===== src/rtl/booth_seq_mult_ctrl.sv =====
// Sequential radix-2 Booth signed multiplier controller.
// Takes one operand pair over a valid/ready handshake, runs exactly WIDTH
// add/subtract-and-shift steps (one per clock), then holds the 2*WIDTH-bit
// product on a valid/ready output until the consumer takes it.
//
// Handshake semantics (both sides): a transfer happens on a rising clk edge
// where valid && ready are both high; the producer holds its data stable
// while valid is high and ready is low. in_ready is high only in IDLE and
// out_valid is high only in DONE. flush takes priority over both
// transfers in the same cycle.
module booth_seq_mult_ctrl #(
  parameter int WIDTH = 4,
  parameter int CNT_W = 3
) (
  input  logic               clk,
  input  logic               rst,
  input  logic               in_valid,
  output logic               in_ready,
  input  logic [WIDTH-1:0]   x,
  input  logic [WIDTH-1:0]   y,
  input  logic               flush,
  output logic               busy,
  output logic [CNT_W-1:0]   step,
  output logic               out_valid,
  input  logic               out_ready,
  output logic [2*WIDTH-1:0] z
);

  typedef enum logic [1:0] {
    IDLE = 2'd0,
    RUN  = 2'd1,
    DONE = 2'd2
  } state_t;

  localparam logic [CNT_W-1:0] LAST_STEP = CNT_W'(WIDTH - 1);

  state_t state, state_nxt;

  // A and M carry one extra sign bit so the most-negative multiplicand
  // can be negated without overflow.
  logic [WIDTH:0]       a_reg;
  logic [WIDTH:0]       m_reg;
  logic [WIDTH-1:0]     q_reg;
  logic                 q_m1;
  logic [CNT_W-1:0]     step_reg;
  logic [2*WIDTH-1:0]   z_reg;

  logic                 accept;
  logic                 last_step;
  logic [WIDTH:0]       a_sum;
  logic [WIDTH:0]       a_shift;
  logic [WIDTH-1:0]     q_shift;

  // State register.
  always_ff @(posedge clk or posedge rst) begin
    if (rst) begin
      state <= IDLE;
    end else begin
      state <= state_nxt;
    end
  end

  // Next-state decode and handshake outputs; flush forces IDLE and
  // suppresses acceptance and result capture.
  always_comb begin
    state_nxt = state;
    in_ready  = 1'b0;
    busy      = 1'b0;
    out_valid = 1'b0;
    accept    = 1'b0;
    last_step = 1'b0;
    case (state)
      IDLE: begin
        in_ready = 1'b1;
        if (in_valid) begin
          accept    = 1'b1;
          state_nxt = RUN;
        end
      end
      RUN: begin
        busy = 1'b1;
        if (step_reg == LAST_STEP) begin
          last_step = 1'b1;
          state_nxt = DONE;
        end
      end
      DONE: begin
        out_valid = 1'b1;
        if (out_ready) begin
          state_nxt = IDLE;
        end
      end
      default: begin
        state_nxt = IDLE;
      end
    endcase
    if (flush) begin
      state_nxt = IDLE;
      accept    = 1'b0;
      last_step = 1'b0;
    end
  end

  // One Booth step: add/subtract M based on {Q[0], q_m1}, then arithmetic
  // shift right of {A, Q, q_m1} with the A sign bit replicated.
  always_comb begin
    a_sum = a_reg;
    case ({q_reg[0], q_m1})
      2'b10:   a_sum = a_reg - m_reg;
      2'b01:   a_sum = a_reg + m_reg;
      default: a_sum = a_reg;
    endcase
    a_shift = {a_sum[WIDTH], a_sum[WIDTH:1]};
    q_shift = {a_sum[0], q_reg[WIDTH-1:1]};
  end

  // Datapath: load on accept, iterate in RUN, capture product on last step.
  always_ff @(posedge clk or posedge rst) begin
    if (rst) begin
      a_reg    <= '0;
      m_reg    <= '0;
      q_reg    <= '0;
      q_m1     <= 1'b0;
      step_reg <= '0;
      z_reg    <= '0;
    end else if (flush) begin
      step_reg <= '0;
    end else if (accept) begin
      a_reg    <= '0;
      m_reg    <= {y[WIDTH-1], y};
      q_reg    <= x;
      q_m1     <= 1'b0;
      step_reg <= '0;
    end else if (state == RUN) begin
      a_reg <= a_shift;
      q_reg <= q_shift;
      q_m1  <= q_reg[0];
      if (last_step) begin
        step_reg <= '0;
        z_reg    <= {a_shift[WIDTH-1:0], q_shift};
      end else begin
        step_reg <= step_reg + 1'b1;
      end
    end
  end

  assign step = step_reg;
  assign z    = z_reg;

endmodule


===== config.mk =====
export PLATFORM = sky130hd
export DESIGN_NAME = booth_seq_mult_ctrl
export DESIGN_NICKNAME = d
export VERILOG_FILES = /design/src/rtl/booth_seq_mult_ctrl.sv
export SDC_FILE = /design/constraint.sdc
export NUM_CORES = 1
export LEC_CHECK = 0
export ABC_AREA = 0
export CAP_MARGIN = 20
export CORE_AREA = 5 5 81 83
export DETAILED_ROUTE_END_ITERATION = 10
export DIE_AREA = 0 0 86 88
export PLACE_DENSITY = 0.53
export SYNTH_ARGS = -nofsm -noshare
export SYNTH_HDL_FRONTEND = slang
export SYNTH_SLANG_ARGS = --single-unit

===== constraint.sdc =====
create_clock -name clk -period 3.8 [get_ports clk]
set_input_delay 0.95 -clock clk [delete_from_list [all_inputs] [get_ports clk]]
set_output_delay 0.95 -clock clk [all_outputs]
set_load 0.01 [all_outputs]

; ---- Word-level counts from Yosys, hierarchy flattened
; Cells that the tools add are included.
[word_totals]
reg_bits = 27
wordCells = 52
[classes]
addsub = 3
n_eq_ne = 8
n_mux = 25
n_bitwise = 2
n_reduce_logical = 7
[ops]
columns = cell, n
row1 = $mux W3, 4
row2 = $mux W1, 11
row3 = $mux W5, 2
row4 = $pmux W5 S2, 1
row5 = $ne A3 B3 Y1 const B, 3
row6 = $mux W2, 4
row7 = $mux W4, 2
row8 = $pmux W2 S3, 1
row9 = $add A5 B5 Y5, 1
row10 = $sub A5 B5 Y5, 1
row11 = $eq A2 B1 Y1 const B, 2
row12 = $eq A2 B2 Y1 const B, 2
row13 = $reduce_and A2 Y1, 2
row14 = $reduce_and A4 Y1, 1
row15 = $add A3 B1 Y3 const B, 1
row16 = $eq A3 B2 Y1 const B, 1
row17 = $reduce_and A3 Y1, 1
row18 = $reduce_bool A3 Y1, 1
row19 = $logic_not A2 Y1, 1
row20 = $not A1 Y1, 2
row21 = $reduce_bool A2 Y1, 1

; ---- Depth between registers and ports, before layout
; Gate-level depths: netlist of the first run.
[depth]
word_depth = 8
mapped_depth = 10
mapped_depth_nobuf = 10

; ---- Worst setup path after synthesis of the first run
; OpenSTA, ideal clock, no wires.
[synth_timing]
kind = flip-flop to flip-flop
from = register q_reg[0]
to = register a_reg[3]
setup_ns = 0.069
arrival_time_ns = 2.327
t_required_ns = 3.731
setup_slack_ns = 1.404
stages_incl_launch_ff = 10
n_path_buf = 0
synth_period_minus_slack_ns = 2.396
path_cell_list = dfrtp_1 inv_1 ha_1 mux2_2 fa_1 a21o_1 a21oi_1 xnor2_1 or4_1 nand3_1
[synth_between]
elab_chain_len = 4
[synth_rtl]
columns = element, line_no
row1 = start: declaration, 43  ; logic [WIDTH-1:0] q_reg;
row2 = start signal: assignment, 136  ; q_reg <= q_shift;
row3 = $eq A2 B1 Y1 / $eq A2 B2 Y1 (equally long branches), 108  ; case ({q_reg[0], q_m1})
row4 = $pmux W5 S2 *, 108
row5 = $mux W5 *, 134  ; end else if (state == RUN) begin
row6 = $mux W5 *, 128  ; end else if (accept) begin
row7 = end signal: assignment, 135  ; a_reg <= a_shift;
row8 = end: declaration, 41  ; logic [WIDTH:0] a_reg;
; Every way passes the cells marked *; elsewhere a longest branch is shown, timed or not. The select of a mux whose other input is x is not followed.
; A chain may end at the register's enable or synchronous reset.

; ---- Final worst setup path of the first run
; Same ends and word-level chain as after synthesis.

==> summary.md, run 1 <==
| Metric | Value |
|---|---|
| Clock root buffer master | clkbuf_8 |
| Max-slew headroom at the worst pin | 43.9% |
| Post-synthesis simple-gate area fraction | 17.5% |
| CTS Buf Count | 3 |
| WHS Endpoint | z[2]$_DFFE_PP0P_ |
| Largest family of logic cells by synthesized area | simple AND/OR/NAND/NOR gates |
| Max FO, Critical Path | 5 |
| Final Critical Period | 2.61 ns |
| Min-Delay Path Depth | 2 |
| Skew-Pair Late Insertion Delay | 0.27 ns |
| Hold_buf cts | 0 |
| Met3 Routed Length | 188 um |
| Hold Path Class | reg2reg |
| Syn nets | 171 |
| # setup viols final | 0 |
| RSZ-0062 raised after global routing | no |
| Fin nets | 199 |
| Area of the mapped netlist | 1400 um^2 |
| Met1 WL | 1.41 mm |
| Area grow syn2layout | 28.4% |
| Setup TNS | 0 ns |
| Sw Share | 33.6% |
| Sinks on Clock Net | 26 |
| Pint | 0.518 mW |
| IO Pins | 27 |
| Worst R2R Start | q_reg[0]$_DFFE_PP0P_ |
| CTS tree | done |
| Netlist cell types | 28 |
| Number of remaining DRC errors | 0 |
| Adder-Cell Fraction of Synth Area | 9.48% |
| Post-CTS setup buffer count | 0 |
| Rows | 28 |
| Max reg flops | 8 |
| Share of cells above drive strength 1 | 5.17% |
| Fmax achieved | 0.383 GHz |
| Antenna violations before repair | 0 |
| Wire per inst | 12.2 um |
| First-pass GRT wire length | 5.13 mm |
| Synth warnings | 0 |
| Switching Power | 0.262 mW |
| Total track usage | 8.56% |
| DRT Wirelength | 3.03 mm |
| Remaining global-route overflow | 0 |
| CTS H-tree lvls | 1 |
| Tcrit/Tclk final | 68.6% |
| Clock group share of total power | 19.8% |
| Clk buf depth | 2 |
| Worst r2r path cells | 9 |
| Fraction of synthesized area in multiplexers | 5.99% |
| Most frequent cells in the layout | dfrtp_1 (26), clkdlybuf4s50_1 (26), nand2_1 (25), nor2_1 (14), inv_1 (11) |
| Leakage | 0.841 nW |
| Worst-Margin Slew | 0.835 ns |
| Final hold vios | 0 |
| Largest net degree at the start of global routing | 27 |
| Post-detail-place hpwl | 2.23 mm |
| Final GP Congestion | 0.753 |
| MaxCap Viol Count | 0 |
| Via count | 1098 |
| Yosys top cell by area | dfrtp_1 |
| Chip height | 88 um |
| Core area | 5780 um^2 |
| ANT cells | 0 |
| Die X | 86 um |
| Setup Crit Path Kind | reg2reg |
| Design Area, Final | 1800 um^2 |
| CP required | 4.01 ns |
| Die area | 7570 um^2 |
| Clock transition at path regs | 0.09 ns |
| Cell count after synthesis | 148 |
| Final Slew Violations | 0 |
| Area share of the largest cell type after synthesis | 46.5% |
| PwrDens | 435 nW/um^2 |
| Signal arrival time at the worst endpoint | 2.82 ns |
| Seq/Total Area, Yosys | 46.5% |
| Synth Area in Compound Gates | 12.0% |
| Worst r2r dst | a_reg[3]$_DFFE_PP0P_ |
| Logic pwr share | 34.7% |
| Avg Inst Size Synth | 9.45 um^2 |
| Fin Clk Skew | 0.00410 ns |
| R2r setup slk | 1.19 ns |
| Synth top area cells | dfrtp_1 (47%), ha_1 (8.1%), nand2_1 (6.7%) |
| Vias in the first global route | 1074 |
| Flop pwr share | 45.5% |
| Status | completed |
| DR top layer | met4 |
| Worst Setup End Kind | flip-flop |
| Critical path launch point type | flip-flop |
| HP Start | z[2]$_DFFE_PP0P_ |
| PortBufs | 26 |
| Drt initial violations | 66 |
| Area after DPL | 1730 um^2 |
| Initial Util | 24.2% |
| Vias/cell | 4.41 |
| Post-synthesis xor/xnor area fraction | 3.13% |
| DRT antenna net count | 0 |
| CTS resizes | 0 |
| #FFs+latches synth | 26 |
| Routed length on met2 | 1.40 mm |
| First-pass DRT Iterations | 4 |
| VDD IR max | 0.140 mV |
cell usage after synthesis:
master and n:
dfrtp_1 26, nand2_1 25, nor2_1 14, inv_1 11, a21oi_1 9, ha_1 9
nor3_1 7, o21ai_0 6, mux2i_1 5, a222oi_1 3, clkbuf_1 3, mux2_2 3
nand2b_1 3, xor2_1 3, a21o_1 2, and2_1 2, buf_6 2, nand3_1 2
o21ai_1 2, o22ai_1 2, xnor2_1 2, a221o_1 1, and2b_2 1, fa_1 1
o211ai_1 1, o21a_1 1, or2_1 1, or4_1 1
power by group through the flow:
stage / Clock, mW / Combinational, mW / Sequential (mW)
final: 0.154 / 0.271 / 0.355
after floorplan: 0 / 0.206 / 0.351
after global placement: 0 / 0.266 / 0.360
after detailed placement: 0 / 0.270 / 0.361
after CTS: 0.162 / 0.272 / 0.356
after global routing: 0.169 / 0.312 / 0.364
stage by stage:
stage               std cells  worst slack, ns  utilization [%]  hold slack [ns]  power [mW]
floorplan                 148             1.40                -            0.462       0.557
global route              249             1.06             31.1            0.505       0.844
finish                    249             1.19             31.1            0.479       0.781
detailed placement        245             1.17             29.9            0.468       0.631
global placement          245             1.24             29.9            0.463       0.626
CTS                       248             1.17             30.6            0.489       0.791
worst max-delay path, stage by stage (launching register included):
cell	delay [ns]
dfrtp_1	0.41
inv_1	0.06
ha_1	0.23
mux2_2	0.40
fa_1	0.44
a21o_1	0.17
a21oi_1	0.18
xnor2_1	0.15
or4_1	0.41
nand3_1	0.10
metal layers:
metal	vias to the layer above	track usage (%)
met4	0	1.87
met2	24	13.8
met3	2	3.01
li1	555	-
met5	-	0
met1	517	11.1
cell type report:
class / count / area, um^2
Fill cell: 621 / 3990
Multi-Input combinational cell: 106 / 673
Sequential cell: 26 / 651
Timing Repair Buffer: 28 / 295
Tap cell: 75 / 93.8
Clock buffer: 3 / 41.3
Inverter: 11 / 41.3
logic make-up (layout without fill, tap and decap cells):
| group | count (synthesis) | count (layout) |
|---|---|---|
| AO/OA/AOI/OAI | 27 | 27 |
| XOR/XNOR | 5 | 5 |
| adder cells (fa/ha/maj) | 10 | 10 |
| buffers and inverters | 16 | 42 |
| flip-flops | 26 | 26 |
| multiplexers | 8 | 8 |
| AND/OR/NAND/NOR | 56 | 56 |
worst max-delay path by stage:
| stage | end | startpoint | slack (ns) | cells after the start |
|---|---|---|---|---|
| final | a_reg[3]$_DFFE_PP0P_ | q_reg[0]$_DFFE_PP0P_ | 1.19 | 9 |
| after global routing | a_reg[3]$_DFFE_PP0P_ | q_reg[0]$_DFFE_PP0P_ | 1.06 | 9 |
| after CTS | a_reg[3]$_DFFE_PP0P_ | q_reg[0]$_DFFE_PP0P_ | 1.17 | 9 |
| after detailed placement | z[7]$_DFFE_PP0P_ | flush | 1.17 | 5 |
| after global placement | a_reg[3]$_DFFE_PP0P_ | q_reg[0]$_DFFE_PP0P_ | 1.24 | 9 |
| after floorplan | a_reg[3]$_DFFE_PP0P_ | q_reg[0]$_DFFE_PP0P_ | 1.40 | 9 |
Note: power is estimated with default switching activity, not from simulation.
==> run 2, diff against run 1 <==
Clock period 3.8 ns to 2.51 ns, I/O delays scaled along.
==> run 2 against run 1 <==
Against the previous run:
- sequential share of layout area decreased by 1.7 points
- clock power increased by 130%
- cell count increased by 3.6%
- cell area increased by 4.8%
- critical path type unchanged
- largest power group unchanged
==> summary.md, run 2 (synthesis results as in run 1) <==
| Metric | Value |
|---|---|
| Leakage | 0.891 nW |
| Final hold vios | 0 |
| CP required | 2.73 ns |
| Logic pwr share | 33.8% |
| Worst-Margin Slew | 0.753 ns |
| Setup Crit Path Kind | reg2reg |
| Skew-Pair Late Insertion Delay | 0.27 ns |
| Status | completed |
| Post-detail-place hpwl | 2.30 mm |
| DRT antenna net count | 0 |
| Clock root buffer master | clkbuf_8 |
| Crit path top cell by count | ha_1 |
| Share of cells above drive strength 1 | 12.0% |
| Area grow syn2layout | 34.5% |
| Wire per inst | 12.1 um |
| Number of remaining DRC errors | 0 |
| Hold_buf cts | 0 |
| Largest net degree at the start of global routing | 27 |
| CTS Buf Count | 3 |
| Post-Layout Cell Count | 258 |
| Worst-path cell chain | inv_1 -> ha_1 -> buf_4 -> nor2_2 -> xor2_1 -> ha_1 -> a21o_1 -> a21oi_2 -> xnor2_2 -> or4_1 -> nand3_1 |
| Die X | 86 um |
| First-pass DRT Iterations | 4 |
| Max reg flops | 8 |
| Tcrit/Tclk final | 97.0% |
| Remaining global-route overflow | 0 |
| Die area | 7570 um^2 |
| Fmax achieved | 0.411 GHz |
| Initial Util | 24.2% |
| Vias/cell | 4.29 |
| Sinks on Clock Net | 26 |
| Clk buf depth | 2 |
| Final hold slack | 0.480 ns |
| Total track usage | 8.54% |
| Flop pwr share | 40.0% |
| CP max stage delay | 0.41 ns |
| Drt initial violations | 79 |
| Final Slew Violations | 0 |
| DRT Wirelength | 3.11 mm |
| Pint | 0.923 mW |
| Chip height | 88 um |
| Max-slew headroom at the worst pin | 49.3% |
| Rows | 28 |
| Final GP Congestion | 0.752 |
| Switching Power | 0.423 mW |
| Core area | 5780 um^2 |
| Fin nets | 207 |
| Crit-path slowest cell | or4_1 |
| IO Pins | 27 |
| Via count | 1107 |
| Area after DPL | 1770 um^2 |
| Critical path launch point type | flip-flop |
| Clock transition at path regs | 0.09 ns |
| Cells after DPL | 251 |
| Area of the multi-input gates | 689 um^2 |
| Worst Setup End Kind | flip-flop |
| Signal arrival time at the worst endpoint | 2.65 ns |
| Max FO, Critical Path | 4 |
| Sw Share | 31.5% |
| CTS H-tree lvls | 1 |
| First-pass GRT wire length | 5.13 mm |
| VDD IR max | 0.358 mV |
| PwrDens | 715 nW/um^2 |
| Clock group share of total power | 26.2% |
| Layout fillers | 622 |
| Setup TNS | 0 ns |
| Post-layout util | 32.6% |
| Final Critical Period | 2.43 ns |
| Fin Clk Skew | 0.00110 ns |
| PortBufs | 26 |
| # setup viols final | 0 |
| CP Buf/Inv Count | 2 |
| Design Area, Final | 1880 um^2 |
| MaxCap Viol Count | 0 |
| Antenna violations before repair | 0 |
| FF+latch area | 651 um^2 |
| Vias in the first global route | 1076 |
| Most frequent cells in the layout | dfrtp_1 (26), clkdlybuf4s50_1 (26), nand2_1 (25), nor2_1 (13), inv_1 (11) |
| CTS tree | done |
| Cell family with most CP delay | simple AND/OR/NAND/NOR gates |
| ANT cells | 0 |
| Hold Path Class | reg2reg |
==> run 2: area by class of cell <==
type                    count  area share [%]
clock buffers               3            2.19
multi-input cells         106            36.6
flip-flops and latches     26            34.6
well taps                  75            4.99
inverters                  11            2.19
repair buffers             36            17.8
clock inverters             1            1.60
==> run 2: what timing repair did <==
item	4_1_cts	5_1_grt
buffers inserted	1	2
gates resized for setup	0	4
pin swaps	0	2
setup endpoints to repair	1	2
==> run 2: worst min-delay path, cell delays in order (launching register included) <==
cell	delay, ns
dfrtp_1	0.35
nand2_1	0.05
nand2_1	0.05
==> run 2: power by group through the flow <==
stage | Sequential, mW | Combinational (mW) | Clock [mW]
6_report | 0.538 | 0.455 | 0.353
5_1_grt | 0.549 | 0.516 | 0.381
4_1_cts | 0.538 | 0.421 | 0.366
3_5_place_dp | 0.546 | 0.411 | 0
3_3_place_gp | 0.545 | 0.408 | 0
2_1_floorplan | 0.532 | 0.312 | 0
==> run 2: worst paths after layout <==
check | startpoint | to | slack, ns | depth (start not counted)
max | q_reg[0]$_DFFE_PP0P_ | a_reg[3]$_DFFE_PP0P_ | 0.08 | 11
min | z[2]$_DFFE_PP0P_ | z[2]$_DFFE_PP0P_ | 0.48 | 2
max reg2reg | q_reg[0]$_DFFE_PP0P_ | a_reg[3]$_DFFE_PP0P_ | 0.08 | 11
min reg2reg | z[2]$_DFFE_PP0P_ | z[2]$_DFFE_PP0P_ | 0.48 | 2
max in group asynchronous | rst | m_reg[3]$_DFFE_PP0P_ | 1.56 | 3
min in group asynchronous | rst | z[1]$_DFFE_PP0P_ | 0.70 | 3
==> run 2: per-stage QoR <==
step / power (mW) / worst slack, ns
2_1_floorplan: 0.844 / 0.114
3_3_place_gp: 0.953 / 0.0848
3_5_place_dp: 0.958 / 0.0115
4_1_cts: 1.32 / 0.0235
5_1_grt: 1.45 / -0.0599
6_report: 1.35 / 0.0751
==> run 2: per-layer routing <==
| layer | vias up | wire length (um) | share of wire [%] | global-route usage [%] |
|---|---|---|---|---|
| met5 | - | 0 | 0 | 0 |
| met4 | 0 | 27 | 0.87 | 1.73 |
| met3 | 2 | 170 | 5.5 | 3.01 |
| met2 | 21 | 1420 | 46 | 13.7 |
| met1 | 517 | 1490 | 48 | 11.2 |
| li1 | 567 | - | - | - |
==> run 3, diff against run 2 <==
Settings changed: CAP_MARGIN 20 to 40, PLACE_DENSITY 0.53 to default, TNS_END_PERCENT from default to 1.
==> run 3 against run 2 <==
Against the previous run:
- global-route usage is essentially flat
- sequential share of layout area grew 0.54 points
- cell count shrank 1.2%
- critical path depth shrank 2
- clock skew grew 0.00072 ns
- routed wire length shrank 1.6%
- non-clock buffer count shrank 3
- highest routed layer unchanged
==> summary.md, run 3 (synthesis results as in run 1) <==
| Metric | Value |
|---|---|
| Status | completed |
| Area grow syn2layout | 32.5% |
| Die area | 7570 um^2 |
| Max FO, Critical Path | 5 |
| Critical path launch point type | flip-flop |
| Layout fillers | 622 |
| CTS H-tree lvls | 1 |
| Area of the multi-input gates | 699 um^2 |
| Hold Path Class | reg2reg |
| Drt initial violations | 50 |
| Final worst slack | 0.141 ns |
| Signal arrival time at the worst endpoint | 2.58 ns |
| Setup Crit Path Kind | reg2reg |
| CTS tree | done |
| # setup viols final | 0 |
| Final hold slack | 0.482 ns |
| Fmax achieved | 0.422 GHz |
| PortBufs | 26 |
| Clk buf depth | 2 |
| VDD IR max | 0.258 mV |
| Rows | 28 |
| RSZ-0062 raised after global routing | no |
| Remaining global-route overflow | 0 |
| Clock root buffer master | clkbuf_8 |
| Fin Clk Skew | 0.00183 ns |
| First-pass GRT wire length | 5.08 mm |
| Post-detail-place hpwl | 2.29 mm |
| Max reg flops | 8 |
| Fin nets | 204 |
| CTS Buf Count | 3 |
| Worst-Margin Slew | 0.754 ns |
| DRT antenna net count | 0 |
| Chip height | 88 um |
| Post-Layout Cell Count | 255 |
| Largest net degree at the start of global routing | 27 |
| Leakage | 0.870 nW |
| Share of cells above drive strength 1 | 10.6% |
| Cells after DPL | 250 |
| Hold_buf cts | 0 |
| DRT Wirelength | 3.06 mm |
| Max-slew headroom at the worst pin | 49.2% |
| Total track usage | 8.50% |
| Worst Setup End Kind | flip-flop |
| First-pass DRT Iterations | 4 |
| Final GP Congestion | 0.755 |
| Wire per inst | 12.0 um |
| PwrDens | 675 nW/um^2 |
| Final Critical Period | 2.37 ns |
| Most frequent cells in the layout | dfrtp_1 (26), clkdlybuf4s50_1 (26), nand2_1 (25), nor2_1 (14), inv_1 (11) |
| MaxCap Viol Count | 0 |
| Die X | 86 um |
| CP required | 2.72 ns |
| Setup TNS | 0 ns |
| ANT cells | 0 |
| Number of remaining DRC errors | 0 |
| FF+latch area | 651 um^2 |
| Via count | 1125 |
| Final hold vios | 0 |
| Final Slew Violations | 0 |
| Vias/cell | 4.41 |
| Tcrit/Tclk final | 94.4% |
| Initial Util | 24.2% |
| Sinks on Clock Net | 26 |
| Placement Setup Slack | 0.0149 ns |
| Skew-Pair Late Insertion Delay | 0.27 ns |
| Clock transition at path regs | 0.09 ns |
| Vias in the first global route | 1093 |
| Antenna violations before repair | 0 |
| IO Pins | 27 |
| Core area | 5780 um^2 |
run 3: cell types whose count changed in the layout (fill, tap and decap cells not counted), sizes merged:
cell,delta
clkbuf,+1
bufinv,-1
buf,-3
run 3: power by group:
part	internal (mW)	switching (mW)	leakage, nW
Clock	0.140	0.133	0.0288
Sequential	0.476	0.0648	0.345
Combinational	0.223	0.214	0.496
Total	0.840	0.412	0.870
run 3: what timing repair did:
action,in CTS,in global routing
pin swaps,0,2
buffers inserted,0,1
setup endpoints to repair,1,1
gates resized for setup,1,4
run 3: area by class of cell:
type / instances / share of cell area [%]
multi-input cells: 106 / 37.7
well taps: 75 / 5.06
flip-flops and latches: 26 / 35.1
clock buffers: 4 / 2.97
inverters: 11 / 2.23
repair buffers: 33 / 16.9
run 3: critical path, stage by stage (launching register included):
cell	delay (ns)
dfrtp_1	0.40
inv_1	0.10
ha_4	0.16
mux2_2	0.36
fa_2	0.38
a21o_1	0.17
a21oi_2	0.16
xnor2_2	0.10
or4_1	0.40
nand3_1	0.09
run 3: final timing paths:
check | slack, ns | startpoint | end | depth (start not counted)
hold reg to reg | 0.48 | z[2]$_DFFE_PP0P_ | z[2]$_DFFE_PP0P_ | 2
setup reg to reg | 0.14 | q_reg[0]$_DFFE_PP0P_ | a_reg[3]$_DFFE_PP0P_ | 9
max in group asynchronous | 1.55 | rst | z[7]$_DFFE_PP0P_ | 3
hold / removal | 0.48 | z[2]$_DFFE_PP0P_ | z[2]$_DFFE_PP0P_ | 2
setup / recovery | 0.14 | q_reg[0]$_DFFE_PP0P_ | a_reg[3]$_DFFE_PP0P_ | 9
min in group asynchronous | 0.71 | rst | z[5]$_DFFE_PP0P_ | 3
run 3: routing by layer:
layer | vias up | part of all wire (%) | GRT usage [%]
met5 | - | 0 | 0
met4 | 0 | 0.95 | 1.73
met3 | 5 | 6.7 | 3.48
met2 | 30 | 46 | 13.3
met1 | 522 | 47 | 11.1
li1 | 568 | - | -
run 3: through the flow:
step / instance area, um^2 / power, mW / util [%]
floorplan: 1400 / 0.844 / -
global placement: 1760 / 0.948 / 30.5
detailed placement: 1760 / 0.956 / 30.5
CTS: 1820 / 1.24 / 31.5
global route: 1850 / 1.36 / 32.1
finish: 1850 / 1.25 / 32.1
